<file path="src/rtl/jtag_host_driver.sv">
// JTAG initiator: runs TAP reset, IR/DR scans and idle runs as single host commands,
// deriving TCK from clk (CLK_DIV clk cycles per half-period) and capturing TDO.
module jtag_host_driver #(
    parameter int MAX_LEN = 32,
    parameter int CLK_DIV = 2
) (
    input  logic                     clk,
    input  logic                     rst,
    input  logic                     cmd_valid,
    output logic                     cmd_ready,
    input  logic [1:0]               cmd_type,
    input  logic [$clog2(MAX_LEN):0] cmd_len,
    input  logic [MAX_LEN-1:0]       cmd_data,
    output logic                     rsp_valid,
    output logic [MAX_LEN-1:0]       rsp_data,
    output logic                     busy,
    output logic                     TCK,
    output logic                     TMS,
    output logic                     TDI,
    input  logic                     TDO
);
    localparam int LW = $clog2(MAX_LEN) + 1;
    localparam int IW = (MAX_LEN > 1) ? $clog2(MAX_LEN) : 1;
    localparam int CW = $clog2(2 * CLK_DIV);

    localparam logic [1:0] T_RST = 2'b00;
    localparam logic [1:0] T_IR  = 2'b01;
    localparam logic [1:0] T_DR  = 2'b10;

    typedef enum logic [2:0] {INIT, IDLE, PRE, SHIFT, POST, DONE} state_t;

    state_t             state_q, state_d, nst;
    logic               act_q, act_d;
    logic [CW-1:0]      cnt_q, cnt_d;
    logic [LW-1:0]      idx_q, idx_d, nidx;
    logic               tck_q, tck_d, tms_q, tms_d, tdi_q, tdi_d;
    logic [1:0]         typ_q, typ_d;
    logic [LW-1:0]      len_q, len_d;
    logic [MAX_LEN-1:0] data_q, data_d, rsp_q, rsp_d;

    // Number of TCK periods spent in a state for the latched command.
    function automatic logic [LW-1:0] seq_n(input state_t st, input logic [1:0] ty,
                                            input logic [LW-1:0] ln);
        logic [LW-1:0] n;
        n = '0;
        case (st)
            INIT:  n = LW'(6);
            PRE: begin
                case (ty)
                    T_RST:   n = LW'(6);
                    T_IR:    n = LW'(4);
                    T_DR:    n = LW'(3);
                    default: n = ln;
                endcase
            end
            SHIFT: n = ln;
            POST:  n = LW'(2);
            default: n = '0;
        endcase
        return n;
    endfunction

    function automatic logic seq_tms(input state_t st, input logic [1:0] ty,
                                     input logic [LW-1:0] i, input logic [LW-1:0] ln);
        logic t;
        t = 1'b0;
        case (st)
            INIT: t = (i < LW'(5));
            PRE: begin
                case (ty)
                    T_RST:   t = (i < LW'(5));
                    T_IR:    t = (i < LW'(2));
                    T_DR:    t = (i == '0);
                    default: t = 1'b0;
                endcase
            end
            SHIFT: t = (i == ln - LW'(1));
            POST:  t = (i == '0);
            default: t = 1'b0;
        endcase
        return t;
    endfunction

    function automatic state_t seq_next(input state_t st, input logic [1:0] ty);
        state_t s;
        case (st)
            PRE:     s = (ty == T_IR || ty == T_DR) ? SHIFT : DONE;
            SHIFT:   s = POST;
            POST:    s = DONE;
            default: s = IDLE;
        endcase
        return s;
    endfunction

    always_comb begin
        state_d = state_q;
        act_d   = act_q;
        cnt_d   = cnt_q;
        idx_d   = idx_q;
        tck_d   = tck_q;
        tms_d   = tms_q;
        tdi_d   = tdi_q;
        typ_d   = typ_q;
        len_d   = len_q;
        data_d  = data_q;
        rsp_d   = rsp_q;
        nidx    = idx_q + LW'(1);
        nst     = seq_next(state_q, typ_q);

        case (state_q)
            IDLE: begin
                if (cmd_valid) begin
                    typ_d   = cmd_type;
                    len_d   = (cmd_len > LW'(MAX_LEN)) ? LW'(MAX_LEN) : cmd_len;
                    data_d  = cmd_data;
                    state_d = PRE;
                end
            end
            DONE: state_d = IDLE;
            PRE: begin
                // First PRE cycle: zero-length scans/runs skip straight to DONE.
                if (!act_q) begin
                    if (typ_q != T_RST && len_q == '0) begin
                        rsp_d   = '0;
                        state_d = DONE;
                    end else begin
                        act_d = 1'b1;
                        cnt_d = '0;
                        idx_d = '0;
                        tms_d = seq_tms(PRE, typ_q, '0, len_q);
                    end
                end
            end
            default: ;
        endcase

        if (act_q) begin
            cnt_d = cnt_q + CW'(1);
            if (cnt_q == CW'(CLK_DIV - 1)) begin
                tck_d = 1'b1;
                if (state_q == SHIFT) rsp_d[idx_q[IW-1:0]] = TDO;
            end
            // End of high phase: falling edge, and the start of the next low phase.
            if (cnt_q == CW'(2 * CLK_DIV - 1)) begin
                cnt_d = '0;
                tck_d = 1'b0;
                if (nidx < seq_n(state_q, typ_q, len_q)) begin
                    idx_d = nidx;
                    tms_d = seq_tms(state_q, typ_q, nidx, len_q);
                    tdi_d = (state_q == SHIFT) & data_q[nidx[IW-1:0]];
                end else begin
                    state_d = nst;
                    idx_d   = '0;
                    tms_d   = seq_tms(nst, typ_q, '0, len_q);
                    tdi_d   = (nst == SHIFT) & data_q[0];
                    act_d   = (nst == SHIFT) || (nst == POST);
                    if (nst == SHIFT) rsp_d = '0;
                end
            end
        end
    end

    // Reset doubles as the start of the first INIT low phase.
    always_ff @(posedge clk) begin
        if (rst) begin
            state_q <= INIT;
            act_q   <= 1'b1;
            cnt_q   <= '0;
            idx_q   <= '0;
            tck_q   <= 1'b0;
            tms_q   <= 1'b1;
            tdi_q   <= 1'b0;
            typ_q   <= T_RST;
            len_q   <= '0;
            data_q  <= '0;
            rsp_q   <= '0;
        end else begin
            state_q <= state_d;
            act_q   <= act_d;
            cnt_q   <= cnt_d;
            idx_q   <= idx_d;
            tck_q   <= tck_d;
            tms_q   <= tms_d;
            tdi_q   <= tdi_d;
            typ_q   <= typ_d;
            len_q   <= len_d;
            data_q  <= data_d;
            rsp_q   <= rsp_d;
        end
    end

    assign cmd_ready = (state_q == IDLE);
    assign busy      = (state_q != IDLE);
    assign rsp_valid = (state_q == DONE);
    assign rsp_data  = rsp_q;
    assign TCK       = tck_q;
    assign TMS       = tms_q;
    assign TDI       = tdi_q;

endmodule

</file>
<file path="config.mk">
export PLATFORM = sky130hd
export DESIGN_NAME = jtag_host_driver
export DESIGN_NICKNAME = d
export VERILOG_FILES = /design/src/rtl/jtag_host_driver.sv
export SDC_FILE = /design/constraint.sdc
export NUM_CORES = 1
export LEC_CHECK = 0
export CAP_MARGIN = 20
export CORE_ASPECT_RATIO = 1.5
export CORE_UTILIZATION = 47
export CTS_CLUSTER_SIZE = 25
export DETAILED_ROUTE_END_ITERATION = 7
export GPL_TIMING_DRIVEN = 0
export PLACE_DENSITY = 0.76
export SLEW_MARGIN = 20
export SYNTH_ARGS = -nofsm -noshare
export SYNTH_HDL_FRONTEND = slang
export SYNTH_SLANG_ARGS = --single-unit
</file>
<file path="constraint.sdc">
create_clock -name clk -period 3 [get_ports clk]
set_input_delay 0.3 -clock clk [delete_from_list [all_inputs] [get_ports clk]]
set_output_delay 0.3 -clock clk [all_outputs]
set_load 0.1 [all_outputs]
</file>
# --- After elaboration in Yosys (flattened, before gate mapping) ---
# Cells that the tools add are included.
# W data, S select, Z words.
op_classes:
  eq_ne: 15
  n_lt_le_gt_ge: 7
  n_reduce_logical: 19
  add_sub_neg: 3
  bitwise: 2
  muxes: 57
ops:
  columns: ["operator", "count"]
  rows:
  - ["$mux W32", 9]
  - ["$mux W6", 9]
  - ["$bwmux W32", 1]
  - ["$pmux W6 S4", 1]
  - ["$mux W3", 7]
  - ["$logic_not A6 Y1", 3]
  - ["$mux W1", 18]
  - ["$pmux W3 S3", 2]
  - ["$pmux W6 S3", 1]
  - ["$eq A3 B2 Y1 const B", 4]
  - ["$lt A5 B6 Y1 const B", 2]
  - ["$eq A3 B3 Y1 const B", 3]
  - ["$mux W2", 4]
  - ["$reduce_and A2 Y1", 4]
  - ["$add A6 B1 Y6 const B", 1]
  - ["$eq A6 B6 Y1", 1]
  - ["$gt A6 B6 Y1 const B", 1]
  - ["$logic_not A3 Y1", 2]
  - ["$lt A6 B2 Y1 const B", 1]
  - ["$lt A6 B3 Y1 const B", 1]
  - ["$lt A6 B6 Y1", 1]
  - ["$pmux W1 S3", 2]
  - ["$reduce_bool A2 Y1", 3]
  - ["$sub A6 B1 Y6 const B", 1]
  - ["other kinds (16)", 21]
word_totals:
  regBits: 87
  output_inout_bits: 38

# --- Longest topological paths before layout ---
depth:
  ltp_word: 12
  depth_mapped: 13
  ltp_nobuf: 12

# --- Worst setup path before layout ---
# OpenSTA, ideal clock, no wires.
synth_path:
  path_kind: "register -> register"
  start: "register idx_q[0]"
  end: "register tdi_q, in the netlist TDI"
  setup_slack_ns: -0.173
  stages_incl_launch_ff: 12
  period_less_slack_ns: 3.173
  n_path_buf: 0
  setup_ns: 0.088
  required_ns: 2.912
  t_arrival_ns: 3.085
  path_cell_list: "dfxtp_1 > ha_1 > nand3_1 > xor2_1 > inv_1 > ha_1 > or3_1 > o32a_1 > a221oi_2 > nor2_1 > or4_1 > a311oi_2"
synth_between:
  elab_chain_cells: 5
synth_rtl:
  columns: ["item", "line_no", "text"]
  rows:
  - ["start: declaration", "35", "logic [LW-1:0] idx_q, idx_d, nidx;"]
  - ["start signal: assignment", "181", "idx_q <= idx_d;"]
  - ["$add A6 B1 Y6 *", "107", "nidx = idx_q + LW'(1);"]
  - ["$bmux W1 S5", "150", "tdi_d = (state_q == SHIFT) & data_q[nidx[IW-1:0]];"]
  - ["$mux W1 (implied by the code)", "150", null]
  - ["$and A1 B1 Y1", "150", null]
  - ["$mux W1 *", "147", "if (nidx < seq_n(state_q, typ_q, len_q)) begin"]
  - ["end signal: assignment", "184", "tdi_q <= tdi_d;"]
  - ["end: declaration", "36", "logic tck_q, tck_d, tms_q, tms_d, tdi_q, tdi_d;"]
# Mark *: on every way between the ends. The rest lies on a longest branch, timed or not. The select of a mux whose other input is x is not followed.
# A chain may end at the register's enable or synchronous reset.

# --- Final worst setup path ---
layout_path:
  start: "register state_q[0]"
  end: "register tms_q, in the netlist TMS"
layout_between:
  elab_chain_cells: 8
layout_rtl:
  columns: ["item", "line_no", "text"]
  rows:
  - ["start: declaration", "32", "state_t state_q, state_d, nst;"]
  - ["start signal: assignment", "178", "state_q <= state_d;"]
  - ["$eq A3 B3 Y1, or another cell as far along", "46, 67, 86", null]
  - ["$pmux W6 S4 or $pmux W3 S3 (tied branches)", "46, 86", null]
  - ["$mux W6, or another cell as far along", "144", "if (cnt_q == CW'(2 * CLK_DIV - 1)) begin"]
  - ["$mux W6 or $reduce_or A2 Y1 (tied branches)", null, null]
  - ["$lt A6 B6 Y1 or $pmux W1 S3 (tied branches)", "147, 67", null]
  - ["$mux W1", "147", null]
  - ["$mux W1", "144", null]
  - ["$mux W1 *", "137", "if (act_q) begin"]
  - ["end signal: assignment", "183", "tms_q <= tms_d;"]
  - ["end: declaration", "36", null]
# Marks and branches as above.

==> results.py <==
metrics = {
    "finish": {
        "fin_area_sq_mm": 0.00610,
        "final_net_count": 683,
        "synthToLayoutAreaGrowth_pct": 38.4,
        "drive_above_1_share_pct": 16.1,
        "fillers": 732,
        "n_antenna_cell": 0,
    },
    "placed_design": {
        "placed_area_sq_mm": 0.00538,
        "dp_hpwl_um": 9140,
        "gp_congestion": 0.853,
        "port_buffers": 81,
    },
    "worst_setup_path": {
        "crit_required_ns": 3.23,
        "crit_path_end_kind": "flop",
        "path_max_fanout": 7,
        "critPathKind": "flop to flop",
        "arrival_ns": 3.22,
        "critPathLaunch": "state_q[0]$_SDFF_PP0_",
        "cpMostUsedCell": "o32a_1",
        "critPathLaunchType": "flop",
        "cpMaxStageDelayCell": "dfxtp_1",
        "reg2reg_depth": 11,
        "cpPeakStageDelay_ns": 0.51,
        "r2r_setup_slack_ns": 0.01,
        "path_cells": "or2_4 > nor3_2 > o32a_1 > ha_1 > o211a_1 > o32a_1 > a221oi_4 > buf_4 > o21ai_1 > nor4_1 > a311oi_1",
        "r2r_end": "TMS$_SDFF_PP1_",
        "r2r-start": "state_q[0]$_SDFF_PP0_",
    },
    "hold_path": {
        "min_to": "data_q[24]$_SDFFE_PP0P_",
        "hp-start": "data_q[24]$_SDFFE_PP0P_",
        "hold_depth": 2,
        "holdCritPathClass": "flop to flop",
    },
    "pwr": {
        "p_total_mw": 2.56,
        "leakage_nw": 2.02,
        "ir_worst_vdd_uv": 322,
        "power_density_mw_per_mm2": 419,
    },
    "floorplan": {
        "chipWidth_um": 81.1,
        "start_util_pct": 49.1,
        "die-height_um": 121,
        "die_area_sq_mm": 0.00978,
        "num_rows": 42,
        "core_area_sq_mm": 0.00899,
        "io_pins": 82,
    },
    "synth": {
        "syn_inst": 517,
        "yosys-top-cells-area": "dfxtp_1 (39%), nand2_1 (7.7%), a21oi_1 (6.0%)",
        "synth_area_sq_mm": 0.00441,
        "yosys.area.top_type_share_pct": 39.5,
        "synth_edf_count": 0,
        "ys_warn_count": 0,
        "syn_nets": 577,
        "postSynthAreaPerCell_sq_um": 8.53,
        "yosysUniqueCellTypes": 54,
        "synth_seq_cells": 87,
        "synth_top_area_cell": "dfxtp_1",
        "ys.flop_type": "dfxtp_1",
        "seq_area_frac_synth_pct": 39.5,
        "async_flop_share_pct": 0,
    },
    "sta": {
        "max_freq_mhz": 335,
        "rsz0062_at_grt": "true",
        "fin_crit_ns": 2.99,
        "slew_violations": 0,
        "slew_headroom_pct": 15.0,
        "setup_viol": 0,
        "worst_pin_slew_ns": 1.27,
        "period_share_pct": 99.6,
        "hold_violations": 0,
        "clock_skew_ns": 0.00777,
    },
    "clock_network": {
        "cts_buffer_depth": 2,
        "postCtsHoldBufs": 0,
        "cts_buffers": 9,
        "insertion_delay_ns": 0.35,
        "htreeDepth": 3,
        "cts_tree": "yes",
        "clock-sinks": 87,
        "clockRootBuffer": "clkbuf_16",
        "clk_pin_slew_ns": 0.07,
    },
    "routing": {
        "routed_wl_um": 12800,
        "drtIter0Drc": 221,
        "antenna_left": 0,
        "dr.pass1.iters": 5,
        "vias_per_cell": 5.75,
        "num_vias": 4242,
        "drc": 0,
        "detail_route.wl_per_cell_um": 17.4,
    },
    "global_routing": {
        "grt_overflow": 0,
        "antenna_found_initial": 0,
        "grt_pass1_vias": 4144,
        "grt_max_degree": 17,
        "grt_pass1_wl_um": 20100,
        "grt_usage_pct": 27.2,
    },
    "run": {
        "cap_violations": 0,
    },
    "status": {
        "outcome": "finished, final reports clean",
    },
}
==> report_power, final <==
group          switching, mW  internal, mW
clock network          0.494         0.706
logic                 0.0986        0.0944
registers            0.00705          1.16
total                  0.599          1.96
==> repair_timing <==
action	CTS	global route
hold endpoints to repair	0	0
setup endpoints to repair	40	33
resized for setup	13	52
cloned	0	1
buffers inserted	9	4
pin swaps	6	11
==> metrics by stage <==
step,hold slack [ns],util (%),setup slack [ns],TNS (ns),instances
2_1_floorplan,0.433,-,0.0161,0,517
3_3_place_gp,0.439,59.9,-0.362,-6.67,708
3_5_place_dp,0.447,59.9,-0.349,-7.01,708
4_1_cts,0.456,64.9,0.0119,0,733
5_1_grt,0.473,67.9,-0.0767,-0.397,738
6_report,0.452,67.9,0.0130,0,738
==> kinds of logic (layout without fill, tap and decap cells) <==
family | Yosys count | count (layout) | synth area share, %
DFF | 87 | 87 | 39.5
AOI/OAI and AO/OA | 149 | 149 | 22.9
xor gates and xnor gates | 11 | 11 | 2.35
and+or+nand+nor | 182 | 182 | 19.9
buffers and inverters | 59 | 170 | 5.33
muxes | 13 | 13 | 5.53
adders and majority gates | 16 | 16 | 4.54
==> worst max-delay path: cells and delay by family, from the launching register on <==
family	cells	cell delay [ns]
AOI/OAI and AO/OA	6	1.25
and+or+nand+nor	3	0.66
DFF	1	0.51
adders and majority gates	1	0.28
buffers and inverters	1	0.16
==> synthesized netlist by cell type, drive strengths merged, types with 2 or more instances <==
cell type	number
a2111oi	3
a211oi	33
a21o	4
a21oi	53
a22oi	32
a2bb2oi	3
a311oi	2
a31oi	2
and2	11
and3	4
and3b	2
buf	16
clkbuf	26
dfxtp	87
ha	16
inv	17
mux2i	3
mux4	9
nand2	90
nand2b	6
nand3	9
nand3b	5
nor2	19
nor2b	5
nor3	13
nor3b	5
nor4	3
o21a	2
o21ai	5
o32a	2
or2	4
or4	2
xnor2	7
xor2	4
==> how the worst max path moves through the flow <==
stage | endpoint | slack (ns) | cells after the start
2_1_floorplan | TDI$_SDFFE_PP0P_ | 0.02 | 11
3_3_place_gp | TDI$_SDFFE_PP0P_ | -0.36 | 11
3_5_place_dp | TDI$_SDFFE_PP0P_ | -0.35 | 11
4_1_cts | TDI$_SDFFE_PP0P_ | 0.01 | 9
5_1_grt | TMS$_SDFF_PP1_ | -0.08 | 12
6_report | TMS$_SDFF_PP1_ | 0.01 | 11
==> placed cells by master, fill, tap and decap left out, types with 4 or more instances in the layout <==
cell	Yosys	final
a22oi_1	32	32
xnor2_1	6	6
nor3b_1	4	4
buf_1	10	10
mux4_2	9	9
nand3b_1	5	5
a211oi_2	0	22
a211oi_1	33	10
and3_1	4	4
inv_1	17	16
ha_1	16	13
nor2b_1	5	5
clkdlybuf4s50_1	0	81
nand3_1	9	8
nand2_1	90	90
and2_1	11	10
o21ai_0	4	4
clkbuf_16	0	11
a21oi_1	53	51
nor3_1	13	11
dfxtp_1	87	82
nor2_1	19	16
nand2b_1	5	5
buf_4	0	13
clkbuf_1	26	26
==> final cells by class <==
class	count	area [sq um]	area share, %
Buffer	42	201	3.30
Multi-Input combinational cell	371	2690	44.1
Tap cell	110	138	2.25
Clock inverter	6	72.6	1.19
Clock buffer	10	250	4.10
Timing Repair Buffer	95	933	15.3
Sequential cell	87	1760	28.8
Inverter	17	63.8	1.05
==> routing by layer <==
| layer | wire [um] | part of all wire (%) | global-route usage (%) | vias up |
|---|---|---|---|---|
| met5 | 0 | 0 | 0 | - |
| met4 | 418 | 3.3 | 14.5 | 0 |
| met3 | 476 | 3.7 | 4.53 | 28 |
| met2 | 7110 | 55 | 50.8 | 130 |
| met1 | 4840 | 38 | 27.8 | 2012 |
| li1 | - | - | - | 2072 |
==> flip-flops by register name (all words and copies together) (netlist names) <==
name,count
data_q,32
rsp_data,32
idx_q,6
len_q,6
state_q,3
cnt_q,2
typ_q,2
TCK,1
TDI,1
TMS,1
act_q,1
(Power assumes the default switching activity.)
